===== src/rtl/gpio_pkg.sv =====
// gpio_pkg: shared opcodes, command-field positions and bank limits for the GPIO bank
package gpio_pkg;
    localparam int MAX_PINS = 16;
    localparam int PIN_HI   = 15;
    localparam int PIN_LO   = 12;
    localparam int OP_HI    = 11;
    localparam int OP_LO    = 9;
    localparam int ARG_HI   = 8;
    localparam int ARG_LO   = 0;
    localparam int PIN_W    = PIN_HI - PIN_LO + 1;
    localparam int ARG_W    = ARG_HI - ARG_LO + 1;
    typedef enum logic [2:0] {
        WRITE_BIT   = 3'd0,
        RELEASE     = 3'd1,
        TOGGLE      = 3'd2,
        READ_PIN    = 3'd3,
        READ_STATUS = 3'd4,
        READ_BANK   = 3'd5,
        READ_EDGES  = 3'd6,
        PULSE       = 3'd7
    } opcode_e;
endpackage


===== src/rtl/gpio_bank_controller_pin.sv =====
// gpio_pin_cell: one pin's output register, enable, pulse timer, input synchroniser and edge flag
module gpio_pin_cell #(
    parameter int SYNC_STAGES = 2,
    parameter int CNT_W       = 10
) (
    input  logic             clk,
    input  logic             sync_rst,
    input  logic             clk_en,
    input  logic             din_i,
    input  logic             wr_bit_i,
    input  logic             wr_val_i,
    input  logic             release_i,
    input  logic             toggle_i,
    input  logic             pulse_i,
    input  logic [CNT_W-1:0] pulse_len_i,
    input  logic             edge_clr_i,
    output logic             out_reg_o,
    output logic             out_en_o,
    output logic             pulse_active_o,
    output logic             sync_o,
    output logic             edge_flag_o,
    output logic             dout_o
);
    logic                   out_reg_q, out_reg_d;
    logic                   out_en_q, out_en_d;
    logic [CNT_W-1:0]       cnt_q, cnt_d;
    logic [SYNC_STAGES-1:0] sync_q, sync_d;
    logic                   edge_q, edge_d;
    // next state: commands are one-hot per cycle, a new edge beats a same-cycle clear
    always_comb begin
        out_reg_d = wr_bit_i ? wr_val_i : (toggle_i ? ~out_reg_q : out_reg_q);
        out_en_d  = (wr_bit_i || (pulse_i && pulse_len_i != '0)) ? 1'b1 : (release_i ? 1'b0 : out_en_q);
        cnt_d     = pulse_i ? pulse_len_i : (cnt_q != '0 ? cnt_q - CNT_W'(1) : cnt_q);
        sync_d    = {sync_q[SYNC_STAGES-2:0], din_i};
        edge_d    = (sync_q[SYNC_STAGES-1] ^ sync_q[SYNC_STAGES-2]) | (edge_q & ~edge_clr_i);
    end
    // state register: reset wins over everything, nothing moves while clk_en is low
    always_ff @(posedge clk) begin
        if (sync_rst) begin
            out_reg_q <= 1'b0;
            out_en_q  <= 1'b0;
            cnt_q     <= '0;
            sync_q    <= '0;
            edge_q    <= 1'b0;
        end else if (clk_en) begin
            out_reg_q <= out_reg_d;
            out_en_q  <= out_en_d;
            cnt_q     <= cnt_d;
            sync_q    <= sync_d;
            edge_q    <= edge_d;
        end
    end
    assign out_reg_o      = out_reg_q;
    assign out_en_o       = out_en_q;
    assign pulse_active_o = cnt_q != '0;
    assign sync_o         = sync_q[SYNC_STAGES-1];
    assign edge_flag_o    = edge_q;
    assign dout_o         = out_reg_q ^ pulse_active_o;
endmodule


===== src/rtl/gpio_bank_controller.sv =====
// gpio_bank_controller: IO-bus command decode, read mux and pass-through for a bank of GPIO pin cells
module gpio_bank_controller
    import gpio_pkg::*;
#(
    parameter int PIN_COUNT      = 8,
    parameter int SYNC_STAGES    = 2,
    parameter int PULSE_PRESCALE = 1
) (
    input  logic                 clk,
    input  logic                 sync_rst,
    input  logic                 clk_en,
    output logic                 IO_ACK,
    input  logic                 IO_REQ,
    input  logic                 IO_CommandEn,
    input  logic                 IO_ResponseRequested,
    output logic                 IO_CommandResponse,
    output logic                 IO_RegResponseFlag,
    output logic                 IO_MemResponseFlag,
    input  logic [3:0]           IO_DestRegIn,
    output logic [3:0]           IO_DestRegOut,
    input  logic [15:0]          IO_DataIn,
    output logic [15:0]          IO_DataOut,
    input  logic [PIN_COUNT-1:0] GPIO_DIn,
    output logic [PIN_COUNT-1:0] GPIO_DOut,
    output logic [PIN_COUNT-1:0] GPIO_DOutEn
);
    localparam int CNT_W = $clog2((2 ** ARG_W - 1) * PULSE_PRESCALE + 1);
    logic                 accept;
    logic [PIN_W-1:0]     pin;
    opcode_e              op;
    logic [ARG_W-1:0]     arg;
    logic [CNT_W-1:0]     pulse_len;
    logic [PIN_COUNT-1:0] pin_sel;
    logic [PIN_COUNT-1:0] reg_v, en_v, act_v, sync_v, edge_v;
    logic [MAX_PINS-1:0]  reg_w, en_w, act_w, sync_w, edge_w;
    assign accept    = IO_REQ && IO_CommandEn && clk_en;
    assign pin       = IO_DataIn[PIN_HI:PIN_LO];
    assign op        = opcode_e'(IO_DataIn[OP_HI:OP_LO]);
    assign arg       = IO_DataIn[ARG_HI:ARG_LO];
    assign pulse_len = CNT_W'(arg) * CNT_W'(PULSE_PRESCALE);
    // one-hot pin select; an index past the bank matches no cell, so the command is dropped
    always_comb begin
        pin_sel = '0;
        for (int k = 0; k < PIN_COUNT; k++) pin_sel[k] = accept && pin == PIN_W'(k);
    end
    for (genvar i = 0; i < PIN_COUNT; i++) begin : g_pin
        gpio_pin_cell #(.SYNC_STAGES(SYNC_STAGES), .CNT_W(CNT_W)) u_cell (
            .clk           (clk),
            .sync_rst      (sync_rst),
            .clk_en        (clk_en),
            .din_i         (GPIO_DIn[i]),
            .wr_bit_i      (pin_sel[i] && op == WRITE_BIT),
            .wr_val_i      (arg[0]),
            .release_i     (pin_sel[i] && op == RELEASE),
            .toggle_i      (pin_sel[i] && op == TOGGLE),
            .pulse_i       (pin_sel[i] && op == PULSE),
            .pulse_len_i   (pulse_len),
            .edge_clr_i    (accept && op == READ_EDGES),
            .out_reg_o     (reg_v[i]),
            .out_en_o      (en_v[i]),
            .pulse_active_o(act_v[i]),
            .sync_o        (sync_v[i]),
            .edge_flag_o   (edge_v[i]),
            .dout_o        (GPIO_DOut[i])
        );
    end
    assign GPIO_DOutEn = en_v;
    assign reg_w  = MAX_PINS'(reg_v);
    assign en_w   = MAX_PINS'(en_v);
    assign act_w  = MAX_PINS'(act_v);
    assign sync_w = MAX_PINS'(sync_v);
    assign edge_w = MAX_PINS'(edge_v);
    // read mux over pre-update state; zero padding makes out-of-range per-pin reads return 0
    always_comb begin
        IO_DataOut = '0;
        if (accept) begin
            case (op)
                READ_PIN:    IO_DataOut = {15'b0, sync_w[pin]};
                READ_STATUS: IO_DataOut = {13'b0, act_w[pin], en_w[pin], reg_w[pin]};
                READ_BANK:   IO_DataOut = sync_w;
                READ_EDGES:  IO_DataOut = edge_w;
                default:     IO_DataOut = '0;
            endcase
        end
    end
    assign IO_ACK             = clk_en;
    assign IO_CommandResponse = IO_CommandEn;
    assign IO_RegResponseFlag = IO_CommandEn && IO_ResponseRequested;
    assign IO_MemResponseFlag = 1'b0;
    assign IO_DestRegOut      = IO_DestRegIn;
endmodule


===== config.mk =====
export PLATFORM = sky130hd
export DESIGN_NAME = gpio_bank_controller
export DESIGN_NICKNAME = d
export VERILOG_FILES = /design/src/rtl/gpio_pkg.sv /design/src/rtl/gpio_bank_controller_pin.sv /design/src/rtl/gpio_bank_controller.sv
export SDC_FILE = /design/constraint.sdc
export NUM_CORES = 1
export LEC_CHECK = 0
export ABC_AREA = 1
export CAP_MARGIN = 20
export CELL_PAD_IN_SITES_DETAIL_PLACEMENT = 0
export CELL_PAD_IN_SITES_GLOBAL_PLACEMENT = 1
export CORE_AREA = 5 5 132 134
export DETAILED_ROUTE_END_ITERATION = 10
export DIE_AREA = 0 0 137 139
export DONT_BUFFER_PORTS = 1
export PLACE_DENSITY_LB_ADDON = 0.1
export REMOVE_ABC_BUFFERS = 1
export SLEW_MARGIN = 20
export SYNTH_ARGS = -nofsm -noshare
export SYNTH_HDL_FRONTEND = slang
export SYNTH_HIERARCHICAL = 1
export SYNTH_SLANG_ARGS = --single-unit

===== constraint.sdc =====
create_clock -name clk -period 3.82 [get_ports clk]
set_input_delay 0.573 -clock clk [delete_from_list [all_inputs] [get_ports clk]]
set_output_delay 0.573 -clock clk [all_outputs]
set_load 0.02 [all_outputs]

# Word level (Yosys, flattened, before mapping)
# Index checks and enable logic that the tools add are counted.
word_totals:
  regBits: 112
  inputBits: 34
  out_inout_bits: 40
op_classes:
  order_cmp: 1
  n_mux: 58
  n_reduce_logical: 119
  eq_ne: 14
  add_sub_neg: 8
  bitwise: 41
op_table:
  columns: ["operator", "count"]
  rows:
  - ["$mux 9", 16]
  - ["$reduce_bool 9->1", 9]
  - ["$sub 9x1->9 const B", 8]
  - ["$logic_and 1x1->1", 52]
  - ["$reduce_and 2->1", 24]
  - ["$reduce_bool 2->1", 24]
  - ["$mux 1", 36]
  - ["$pmux 8 s4", 1]
  - ["$bmux 1 s4", 4]
  - ["$eq 4x3->1 const B", 4]
  - ["$xor 1x1->1", 16]
  - ["$eq 3x3->1 const B", 4]
  - ["$not 1->1", 9]
  - ["$and 1x1->1", 8]
  - ["$eq 4x2->1 const B", 2]
  - ["$logic_or 1x1->1", 8]
  - ["$mux 8", 1]
  - ["$or 1x1->1", 8]
  - ["$eq 3x2->1 const B", 2]
  - ["$lt 4x5->1 const B", 1]
  - ["$eq 4x1->1 const B", 1]
  - ["$logic_not 4->1", 1]
  - ["$eq 3x1->1 const B", 1]
  - ["$logic_not 3->1", 1]

# Longest topological paths before layout
depth:
  ltp_word: 8
  depth_mapped: 14
  depth_no_buf: 12

# Hierarchy
# Netlist, hierarchy kept.
modules_own_cells:
  columns: ["module", "cells_each", "instances", "area_per_inst_um2"]
  rows:
  - ["gpio_pin_cell", 136, 8, 859.6]
  - ["gpio_bank_controller", 193, 1, 892.1]

# Least setup slack after synthesis
# Ideal clock, no wire load.
synth_timing:
  path_type: "input-to-output"
  start: "input IO_DataIn[13]"
  end: "output IO_DataOut[1]"
  n_path_buf: 1
  t_arrival_ps: 1485
  path_slack_ps: 1762
  required_ps: 3247
  cell_stages: 8
  cell_sequence: "buf_6 -> nor2_1 -> nand2_1 -> nand4_1 -> nand2_1 -> nand2_1 -> nand2_1 -> a21oi_2"
synth_between:
  elab_chain_cells: 4
synth_rtl:
  columns: ["element", "line_no", "source"]
  rows:
  - ["from (decl)", "gpio_bank_controller.sv:21", "input logic [15:0] IO_DataIn,"]
  - ["$bmux 1 s4", "gpio_bank_controller.sv:79", "READ_STATUS: IO_DataOut = {13'b0, act_w[pin], en_w[pin], reg_w[pin]};"]
  - ["$mux 1 (implied by the code)", "gpio_bank_controller.sv:79", null]
  - ["$pmux 8 s4", "gpio_bank_controller.sv:77", "case (op)"]
  - ["$mux 8", "gpio_bank_controller.sv:76", "if (accept) begin"]
  - ["to (decl)", "gpio_bank_controller.sv:22", "output logic [15:0] IO_DataOut,"]
# Every way passes these cells. The select of a mux whose other input is x is not followed.

# Final worst setup path
layout_timing:
  start: "register g_pin[4].u_cell.cnt_q[0]"
  end: "output IO_DataOut[2]"
layout_between:
  elab_chain_cells: 5
layout_rtl:
  columns: ["element", "line_no", "source"]
  rows:
  - ["from (decl)", "gpio_bank_controller_pin.sv:26", "logic [CNT_W-1:0] cnt_q, cnt_d;"]
  - ["from (signal assigned)", "gpio_bank_controller_pin.sv:48", "cnt_q <= cnt_d;"]
  - ["$reduce_bool 9->1", "gpio_bank_controller_pin.sv:55", "assign pulse_active_o = cnt_q != '0;"]
  - ["named net act_v[4]", "gpio_bank_controller.sv:34", "logic [PIN_COUNT-1:0] reg_v, en_v, act_v, sync_v, edge_v;"]
  - ["$bmux 1 s4", "gpio_bank_controller.sv:79", null]
  - ["$mux 1 (implied by the code)", "gpio_bank_controller.sv:79", null]
  - ["$pmux 8 s4", "gpio_bank_controller.sv:77", null]
  - ["$mux 8", "gpio_bank_controller.sv:76", null]
# The timed path passes the listed nets, and every way through them passes these cells. The select of a mux whose other input is x is not followed.

==> load_flow_metrics.sql <==
INSERT INTO impl_metrics (metric_group, metric, value, unit) VALUES
('outcome', 'status', 'completed', ''),
('worst_setup_path', 'critical_path.top_delay_family', 'simple AND/OR/NAND/NOR gates', ''),
('die', 'die_area', '19040', 'um^2'),
('die', 'core.rowCount', '47', ''),
('routing', 'drtAntennaViolNets', '0', ''),
('grt', 'grt_pass1_vias', '6826', ''),
('flow_run', 'drv_cap', '0', ''),
('hold_path', 'hold_path_end', 'g_pin[4].u_cell/cnt_q[2]$_SDFFE_PP0P_', ''),
('logic_synthesis', 'synth_cells', '1281', ''),
('logic_synthesis', 'synth.area.top_cells', 'sky130_fd_sc_hd__dfxtp_1 29%, sky130_fd_sc_hd__nand2_1 16%, sky130_fd_sc_hd__nor2_1 8.7%', ''),
('grt', 'globalRoute.totalOverflow', '0', ''),
('worst_setup_path', 'rr_endpoint', 'g_pin[7].u_cell/cnt_q[5]$_SDFFE_PP0P_', ''),
('routing', 'post_drt_wl_per_cell', '15.33', 'um'),
('worst_setup_path', 'required_time_of_the_critical_path', '3250', 'ps'),
('routing', 'drc', '0', ''),
('logic_synthesis', 'synth_area_per_cell', '6.065', 'um^2'),
('finish', 'nets', '1305', ''),
('hold_path', 'timing.hold.worst_path_depth', '1', ''),
('sta', 'postLayoutSetupSlackWorst', '1170', 'ps'),
('logic_synthesis', 'ys_types', '32', ''),
('finish', 'num_antenna_cells', '0', ''),
('placement', 'place.detailed.hpwl', '15.11', 'mm'),
('placement', 'pre_cts_ws', '1140', 'ps'),
('logic_synthesis', 'postSynthRegisterBits', '112', ''),
('routing', 'avgViaCountPerCell', '5.252', ''),
('worst_setup_path', 'r2r-start', 'g_pin[7].u_cell/cnt_q[0]$_SDFFE_PP0P_', ''),
('sta', 'slew_headroom', '52.26', '%'),
('logic_synthesis', 'synth.top_cell.area_share', '28.86', '%'),
('clock_network', 'h-tree-depth', '3', ''),
('clock_network', 'cell_at_the_root_of_the_clock_tree', 'sky130_fd_sc_hd__clkbuf_16', ''),
('die', 'fp.coreArea', '16170', 'um^2'),
('clock_network', 'cts_tree', 'built', ''),
('die', 'die_w', '137', 'um'),
('clock_network', 'cts_post_setup_buffers_inserted', '0', ''),
('logic_synthesis', 'ys_warn_count', '6', ''),
('die', 'floorplan.io_pins', '74', ''),
('routing', 'detailroute.via_count', '7815', ''),
('die', 'die_y', '139', 'um'),
('hold_path', 'min-delay-start', 'sync_rst', ''),
('finish', 'final.fill_count', '1751', ''),
('placement', 'place.gp.congestion', '0.8592', ''),
('clock_network', 'clk_pin_slew', '70', 'ps'),
('sta', 'setup-tns-final', '0', 'ps'),
('routing', 'drt_iter0_drc', '508', ''),
('clock_network', 'post_cts.resized_instances', '0', ''),
('power_and_ir_drop', 'vdd_drop_max', '0.3741', 'mV'),
('finish', 'area_growth_from_synthesis_to_layout', '5.202', '%'),
('sta', 'maxClockFrequency', '377.4', 'MHz'),
('worst_setup_path', 'critical_path.n_buffers_inverters', '1', ''),
('grt', 'grt_usage', '23.42', '%'),
('logic_synthesis', 'synth.largest_area_cell', 'sky130_fd_sc_hd__dfxtp_1', ''),
('power_and_ir_drop', 'power.static_leakage', '3.633', 'nW'),
('hold_path', 'timing.hold.worst.class', 'in2reg', ''),
('worst_setup_path', 'critPathMaxStageDelay', '360', 'ps'),
('clock_network', 'clock_tree.buffer_depth', '2', ''),
('worst_setup_path', 'critPathMaxFanout', '3', ''),
('die', 'initial_core_util', '48.04', '%'),
('finish', 'layout_cells_sized_above_1', '8.281', '%'),
('routing', 'drt_first_pass_iters', '5', ''),
('logic_synthesis', 'synth_top_cells_by_count', '340 x sky130_fd_sc_hd__nand2_1, 180 x sky130_fd_sc_hd__nor2_1, 134 x sky130_fd_sc_hd__inv_1, 117 x sky130_fd_sc_hd__a21oi_1, 113 x sky130_fd_sc_hd__o21ai_0', ''),
('worst_setup_path', 'critPathArrivalTime', '2080', 'ps'),
('sta', 'setup_viol_count_final', '0', ''),
('worst_setup_path', 'start_kind', 'flip-flop', ''),
('logic_synthesis', 'postSynth.asyncResetShare', '0', '%'),
('worst_setup_path', 'timing.critical_path.to_type', 'output port', ''),
('finish', 'multi_input_comb_area', '4596', 'um^2'),
('worst_setup_path', 'reg2reg_depth', '11', ''),
('logic_synthesis', 'sequential_area_share_after_synthesis', '28.86', '%'),
('power_and_ir_drop', 'power', '6.271', 'mW'),
('sta', 'worst-slew-pin-transition', '710.6', 'ps'),
('grt', 'grt_pass1_wl', '35.78', 'mm');
flip-flops by register name, indices dropped and copies added, names as in the netlist:
| signal | cells |
|---|---|
| g_pin.u_cell/cnt_q | 72 |
| g_pin.u_cell/sync_q | 16 |
| g_pin.u_cell/edge_flag_o | 8 |
| g_pin.u_cell/out_en_o | 8 |
| g_pin.u_cell/out_reg_o | 8 |
per-stage QoR:
step | hold slack (ps) | std cells | util, % | cell area, um^2
final | 272.0 | 1488 | 50.54 | 8173
after floorplan | 436.6 | 1244 | - | 7500
after global routing | 254.2 | 1488 | 50.54 | 8173
after CTS | 263.4 | 1488 | 50.54 | 8173
after detailed placement | 448.5 | 1472 | 48.45 | 7835
after global placement | 449.3 | 1472 | 48.45 | 7835
how the worst max path moves through the flow:
stage | start | end | depth (start not counted)
after floorplan | clk_en | g_pin[4].u_cell/cnt_q[7]$_SDFFE_PP0P_ | 10
after global placement | clk_en | g_pin[6].u_cell/cnt_q[7]$_SDFFE_PP0P_ | 12
after detailed placement | clk_en | g_pin[7].u_cell/cnt_q[7]$_SDFFE_PP0P_ | 12
after CTS | g_pin[7].u_cell/cnt_q[0]$_SDFFE_PP0P_ | IO_DataOut[2] | 11
after global routing | g_pin[0].u_cell/cnt_q[0]$_SDFFE_PP0P_ | IO_DataOut[2] | 11
final | g_pin[4].u_cell/cnt_q[0]$_SDFFE_PP0P_ | IO_DataOut[2] | 11
layout by cell type, fill, tap and decap left out, drive strengths merged:
| cell | count |
|---|---|
| nand4 | 22 |
| a22o | 8 |
| clkinv | 2 |
| xor2 | 8 |
| inv | 169 |
| nor4 | 8 |
| nand3 | 72 |
| o21ai | 129 |
| bufinv | 1 |
| ha | 8 |
| dfxtp | 112 |
| nor3 | 12 |
| nor2 | 190 |
| a21oi | 119 |
| o22ai | 19 |
| buf | 8 |
| clkbuf | 15 |
| nand2 | 349 |
| conb | 9 |
| or2 | 8 |
final cells by class:
class                      count  share of cell area [%]
tap                          220                   3.368
clock buffer                  15                   3.766
inverter                     171                   8.099
sequential                   112                   27.43
timing repair buffer           8                  0.7348
clock inverter                 1                  0.3674
multi-input combinational    961                   56.23
report_power, final:
group / switching (mW) / internal, mW / leakage [nW] / total (mW)
registers: 0.244 / 1.49 / 0.919 / 1.73
clock network: 0.448 / 0.618 / 0.168 / 1.07
logic: 2.28 / 1.19 / 2.55 / 3.47
total: 2.97 / 3.30 / 3.63 / 6.27
routing by layer:
metal  vias to the layer above  track usage [%]  wire length, um
li1                       4081                -                -
met1                      3520            31.14            10380
met2                       182            38.14            10640
met3                        30            4.898             1328
met4                         2            6.828              465
met5                         -                0                7
cell families (layout without fill, tap and decap cells):
family                   Yosys count  in the layout  share of synthesized area, %
AND/OR/NAND/NOR                  661            661                         38.03
AO/OA/AOI/OAI                    275            275                         18.51
adder cells (fa/ha/maj)            8              8                         1.289
XOR/XNOR                           8              8                        0.9020
flip-flops                       112            112                         28.86
buffers and inverters            216            195                         12.37
other                              1              9                       0.04827
No activity file was read; power rests on OpenSTA's default activity.
